===== src/rtl/adder_pkg.sv =====
// Shared widths and word types for the pipelined 16-bit adder.
package adder_pkg;

  localparam int ADD_WIDTH  = 16;
  localparam int HALF_WIDTH = ADD_WIDTH / 2;

  typedef logic [ADD_WIDTH-1:0]  word_t;
  typedef logic [HALF_WIDTH-1:0] half_t;

endpackage : adder_pkg


===== src/rtl/sixteen_bit_adder_if.sv =====
// Operand/result bundle of the pipelined adder; the master drives operands, the slave returns results.
interface sixteen_bit_adder_if
  import adder_pkg::*;
#(
  parameter int WIDTH = ADD_WIDTH
);

  logic             in_valid;
  logic [WIDTH-1:0] a;
  logic [WIDTH-1:0] b;
  logic             cin;
  logic             out_valid;
  logic [WIDTH-1:0] s;
  logic             cout;

  modport master (
    output in_valid, a, b, cin,
    input  out_valid, s, cout
  );

  modport slave (
    input  in_valid, a, b, cin,
    output out_valid, s, cout
  );

endinterface : sixteen_bit_adder_if


===== src/rtl/full_adder_cell.sv =====
// One-bit combinational full adder; the building block of both ripple chains.
module full_adder_cell (
  input  logic i_a,
  input  logic i_b,
  input  logic i_ci,
  output logic o_s,
  output logic o_co
);

  logic w_p;

  assign w_p  = i_a ^ i_b;
  assign o_s  = w_p ^ i_ci;
  assign o_co = (i_a & i_b) | (i_ci & w_p);

endmodule : full_adder_cell


===== src/rtl/sixteen_bit_adder.sv =====
// Two-stage pipelined adder: low half rippled in stage 1, high half in stage 2 off the
// registered low-half carry, so each stage is bounded by a WIDTH/2-bit ripple.
module sixteen_bit_adder
  import adder_pkg::*;
#(
  parameter int WIDTH = ADD_WIDTH
) (
  input  logic                clk,
  input  logic                rst_n,
  sixteen_bit_adder_if.slave  bus
);

  localparam int HALF = WIDTH / 2;

  if ((WIDTH % 2) != 0) begin : g_width_check
    $error("sixteen_bit_adder: WIDTH must be even");
  end

  // Stage 1 combinational: low-half ripple chain fed by cin.
  logic [HALF:0]   w_lo_c;
  logic [HALF-1:0] w_lo_sum;

  assign w_lo_c[0] = bus.cin;

  for (genvar i = 0; i < HALF; i++) begin : g_lo_chain
    full_adder_cell u_fa (
      .i_a  (bus.a[i]),
      .i_b  (bus.b[i]),
      .i_ci (w_lo_c[i]),
      .o_s  (w_lo_sum[i]),
      .o_co (w_lo_c[i+1])
    );
  end

  logic            r_s1_valid;
  logic [HALF-1:0] r_s1_lo_sum;
  logic            r_s1_lo_carry;
  logic [HALF-1:0] r_s1_a_hi;
  logic [HALF-1:0] r_s1_b_hi;

  // NOTE: sequential state uses non-blocking assignments so every register samples the
  // pre-edge values, which is what makes the two stages behave as a pipeline.
  // NOTE: the data registers are reset along with the valid bits because s and cout
  // must read zero while rst_n is low, not just be masked by out_valid.
  always_ff @(posedge clk or negedge rst_n) begin
    if (!rst_n) begin
      r_s1_valid    <= 1'b0;
      r_s1_lo_sum   <= '0;
      r_s1_lo_carry <= 1'b0;
      r_s1_a_hi     <= '0;
      r_s1_b_hi     <= '0;
    end else begin
      r_s1_valid    <= bus.in_valid;
      r_s1_lo_sum   <= w_lo_sum;
      r_s1_lo_carry <= w_lo_c[HALF];
      r_s1_a_hi     <= bus.a[WIDTH-1:HALF];
      r_s1_b_hi     <= bus.b[WIDTH-1:HALF];
    end
  end

  // Stage 2 combinational: high-half ripple chain fed by the registered low carry.
  logic [HALF:0]   w_hi_c;
  logic [HALF-1:0] w_hi_sum;

  assign w_hi_c[0] = r_s1_lo_carry;

  for (genvar i = 0; i < HALF; i++) begin : g_hi_chain
    full_adder_cell u_fa (
      .i_a  (r_s1_a_hi[i]),
      .i_b  (r_s1_b_hi[i]),
      .i_ci (w_hi_c[i]),
      .o_s  (w_hi_sum[i]),
      .o_co (w_hi_c[i+1])
    );
  end

  logic             r_s2_valid;
  logic [WIDTH-1:0] r_s2_sum;
  logic             r_s2_cout;

  always_ff @(posedge clk or negedge rst_n) begin
    if (!rst_n) begin
      r_s2_valid <= 1'b0;
      r_s2_sum   <= '0;
      r_s2_cout  <= 1'b0;
    end else begin
      r_s2_valid <= r_s1_valid;
      r_s2_sum   <= {w_hi_sum, r_s1_lo_sum};
      r_s2_cout  <= w_hi_c[HALF];
    end
  end

  assign bus.out_valid = r_s2_valid;
  assign bus.s         = r_s2_sum;
  assign bus.cout      = r_s2_cout;

endmodule : sixteen_bit_adder


===== src/flat_wrapper.sv =====
// flat-port wrapper written by rule: the top's interface ports become plain ports
module sixteen_bit_adder_flat import adder_pkg::*;
#(
  parameter int WIDTH = ADD_WIDTH
)
  (clk, rst_n, bus_in_valid, bus_a, bus_b, bus_cin, bus_out_valid, bus_s, bus_cout);
  sixteen_bit_adder_if #(.WIDTH(WIDTH)) bus_i ();
  input  logic clk;
  input  logic rst_n;
  input wire logic [$bits(bus_i.in_valid)-1:0] bus_in_valid;
  input wire logic [$bits(bus_i.a)-1:0] bus_a;
  input wire logic [$bits(bus_i.b)-1:0] bus_b;
  input wire logic [$bits(bus_i.cin)-1:0] bus_cin;
  output wire logic [$bits(bus_i.out_valid)-1:0] bus_out_valid;
  output wire logic [$bits(bus_i.s)-1:0] bus_s;
  output wire logic [$bits(bus_i.cout)-1:0] bus_cout;
  assign bus_i.in_valid = bus_in_valid;
  assign bus_i.a = bus_a;
  assign bus_i.b = bus_b;
  assign bus_i.cin = bus_cin;
  assign bus_out_valid = bus_i.out_valid;
  assign bus_s = bus_i.s;
  assign bus_cout = bus_i.cout;
  sixteen_bit_adder #(.WIDTH(WIDTH)) u_core (.clk(clk), .rst_n(rst_n), .bus(bus_i));
endmodule

===== config.mk =====
export PLATFORM = sky130hd
export DESIGN_NAME = sixteen_bit_adder_flat
export DESIGN_NICKNAME = d
export VERILOG_FILES = /design/src/rtl/adder_pkg.sv /design/src/rtl/sixteen_bit_adder_if.sv /design/src/rtl/full_adder_cell.sv /design/src/rtl/sixteen_bit_adder.sv /design/src/flat_wrapper.sv
export SDC_FILE = /design/constraint.sdc
export NUM_CORES = 1
export LEC_CHECK = 0
export ABC_AREA = 1
export CAP_MARGIN = 20
export CORE_ASPECT_RATIO = 0.8
export CORE_MARGIN = 10
export CORE_UTILIZATION = 46
export CTS_CLUSTER_SIZE = 25
export DETAILED_ROUTE_END_ITERATION = 16
export PLACE_DENSITY_LB_ADDON = 0.08
export SYNTH_ARGS = -nofsm -noshare
export SYNTH_HDL_FRONTEND = slang
export SYNTH_SLANG_ARGS = --single-unit

===== constraint.sdc =====
create_clock -name clk -period 11.9 [get_ports clk]
set_clock_uncertainty 0.15 [all_clocks]
set_input_delay 1.19 -clock clk [delete_from_list [all_inputs] [get_ports clk]]
set_output_delay 1.19 -clock clk [all_outputs]
set_load 0.01 [all_outputs]

==> impl_metrics.py <==
metrics = {
    "run_status": {
        "status": "finished clean",
    },
    "sta": {
        "relSlewSlack_pct": 38.92,
        "worstMarginPinSlew_ns": 0.9163,
        "slew_violations": 0,
        "setup_tns_ns": 0,
        "finalSetupViolations": 0,
        "rsz0062_at_grt": "no",
        "hold_viol": 0,
        "fin_crit_ns": 4.647,
        "post-route-period-util_pct": 39.05,
        "fin_hold_ws_ns": 0.1997,
        "fmax_mhz": 215.2,
    },
    "clocking": {
        "cts_setup_buffers": 0,
        "worstSkewPairLatency_ns": 0.28,
        "cts_tree": "built",
        "clk_pin_slew_ns": 0.07,
        "cts_hold_buffers": 0,
        "htree_levels": 2,
        "post_cts_resized": 0,
        "cts_sinks": 44,
        "clockBufferDepth": 2,
        "numCtsBuffers": 5,
        "cts_root_buffer": "clkbuf_8",
    },
    "finish": {
        "nNetsFinal": 192,
        "final_common_cell": "clkdlybuf4s50_1",
        "multiInputGateArea_um2": 320.3,
        "area_delta_synth_final_pct": 44.48,
        "drive_gt1_share_pct": 4.965,
        "final_cell_mix": "clkdlybuf4s50_1 (52), dfrtp_1 (44), inv_1 (20), fa_1 (16), clkbuf_8 (6)",
        "num_antenna_cells": 0,
        "seq_area_mm2": 0.001101,
        "fillCellCount": 208,
    },
    "job": {
        "maxCapViolCount": 0,
    },
    "power": {
        "finalPower_mw": 0.3223,
        "p_leak_nw": 0.9889,
        "vdd_drop_max_mv": 0.07488,
        "power_density_mw_per_mm2": 149.0,
    },
    "placed_design": {
        "hpwl_mm": 2.117,
        "io_buffer_count": 53,
        "gp_congestion": 0.6405,
    },
    "drt": {
        "first_pass_iters": 2,
        "drc": 0,
        "wire_per_inst_um": 14.14,
        "ant_nets": 0,
        "vias": 764,
        "drt-total-wl_mm": 2.559,
        "drt-initial-drc-count": 17,
        "viasPerCell": 4.221,
    },
    "yosys": {
        "ys_warn_count": 0,
        "synth_cells": 80,
        "synth-seq-cells": 44,
        "synthesis.area_mm2": 0.001496,
        "syn_avg_cell_area_um2": 18.71,
        "ys_seq_area_share_pct": 73.58,
        "synth_cell_types": 3,
        "synthesis.nets": 132,
    },
    "global_route": {
        "antenna_found_initial": 0,
        "grt-ovfl-total": 0,
        "grt_pass1_wl_mm": 4.243,
        "grtUsageTotal_pct": 9.347,
        "grt_pass1_vias": 888,
        "grt_max_degree": 45,
    },
    "critical_path": {
        "slowest_delay_ns": 0.41,
        "endpoint_kind": "flip-flop",
        "path_common_cell": "fa_1",
        "critPathKind": "input port to flip-flop",
        "cp_data_arrival_time_ns": 4.72,
        "critical-path-slowest-cell": "clkdlybuf4s50_1",
        "crit_path_max_fanout": 1,
        "startpoint_type": "input port",
        "required_ns": 11.98,
        "path_cells": "clkdlybuf4s50_1 > inv_1 > fa_1 > inv_1 > fa_1 > fa_1 > fa_1 > fa_1 > fa_1 > fa_1 > inv_1 > fa_1 > inv_1",
    },
    "die": {
        "core_area_mm2": 0.003108,
        "std_cell_rows": 18,
        "die_area_mm2": 0.005949,
        "die_h_um": 71.02,
        "start_util_pct": 48.15,
        "dieWidth_um": 83.77,
        "io-pin-count": 54,
    },
    "hold_path": {
        "holdCritPathClass": "flip-flop to flip-flop",
    },
}
==> worst max-delay path: cells and delay by family <==
| family | cells | cell delay (ns) |
|---|---|---|
| buf+inv | 5 | 0.67 |
| fa+ha+maj | 8 | 2.85 |
==> metrics by stage <==
step / util [%] / std cells / cell area (µm²) / setup WS, ns
2_1_floorplan: - / 80 / 1496 / 7.484
3_3_place_gp: 66.67 / 173 / 2072 / 6.998
3_5_place_dp: 66.67 / 173 / 2072 / 6.958
4_1_cts: 69.57 / 181 / 2162 / 7.265
5_1_grt: 69.57 / 181 / 2162 / 7.126
6_report: 69.57 / 181 / 2162 / 7.253
==> state kept, by name (all words and copies together), names as in the netlist <==
name                  count
u_core.bus.cout           1
u_core.bus.out_valid      1
u_core.bus.s             16
u_core.r_s1_a_hi          8
u_core.r_s1_b_hi          8
u_core.r_s1_lo_carry      1
u_core.r_s1_lo_sum        8
u_core.r_s1_valid         1
==> cells in the mapped netlist <==
cell type  count  area [µm²]
inv_1         20       75.07
fa_1          16       320.3
dfrtp_1       44        1101
==> worst paths after layout <==
| path | from | end | slack, ns | depth (start not counted) |
|---|---|---|---|---|
| worst max-delay path | bus_cin | u_core.r_s1_lo_sum[7] | 7.25 | 13 |
| worst min-delay path | u_core.r_s1_lo_sum[5] | u_core.bus.s[5] | 0.20 | 0 |
| worst max register to register | u_core.r_s1_a_hi[0] | u_core.bus.s[15] | 7.74 | 12 |
| worst min register to register | u_core.r_s1_lo_sum[5] | u_core.bus.s[5] | 0.20 | 0 |
| max in group asynchronous | rst_n | u_core.bus.s[1] | 10.14 | 1 |
| min in group asynchronous | rst_n | u_core.bus.s[10] | 0.89 | 1 |
==> cell families (layout without fill, tap and decap cells) <==
kind of cell  after synthesis  after routing  synth area share [%]
buf+inv                    20             81                 5.017
fa+ha+maj                  16             16                 21.40
flops                      44             44                 73.58
==> cell type report <==
cell class | instances | area share (%)
Timing Repair Buffer | 53 | 24.31
Tap cell | 40 | 2.315
Sequential cell | 44 | 50.93
Clock buffer | 8 | 4.167
Multi-Input combinational cell | 16 | 14.81
Inverter | 20 | 3.472
==> power breakdown <==
| group | leakage [nW] | internal, mW | total, mW | switching [mW] |
|---|---|---|---|---|
| registers | 0.513 | 0.169 | 0.174 | 0.00548 |
| logic | 0.431 | 0.0348 | 0.0578 | 0.0230 |
| clock network | 0.0455 | 0.0472 | 0.0900 | 0.0428 |
| total | 0.989 | 0.251 | 0.322 | 0.0713 |
==> layer usage <==
metal / global-route usage [%] / part of all wire, %
met1: 8.523 / 34
met2: 16.48 / 55
met3: 4.348 / 8.4
met4: 6.122 / 2.4
met5: 0 / 0
(Power assumes the default switching activity.)
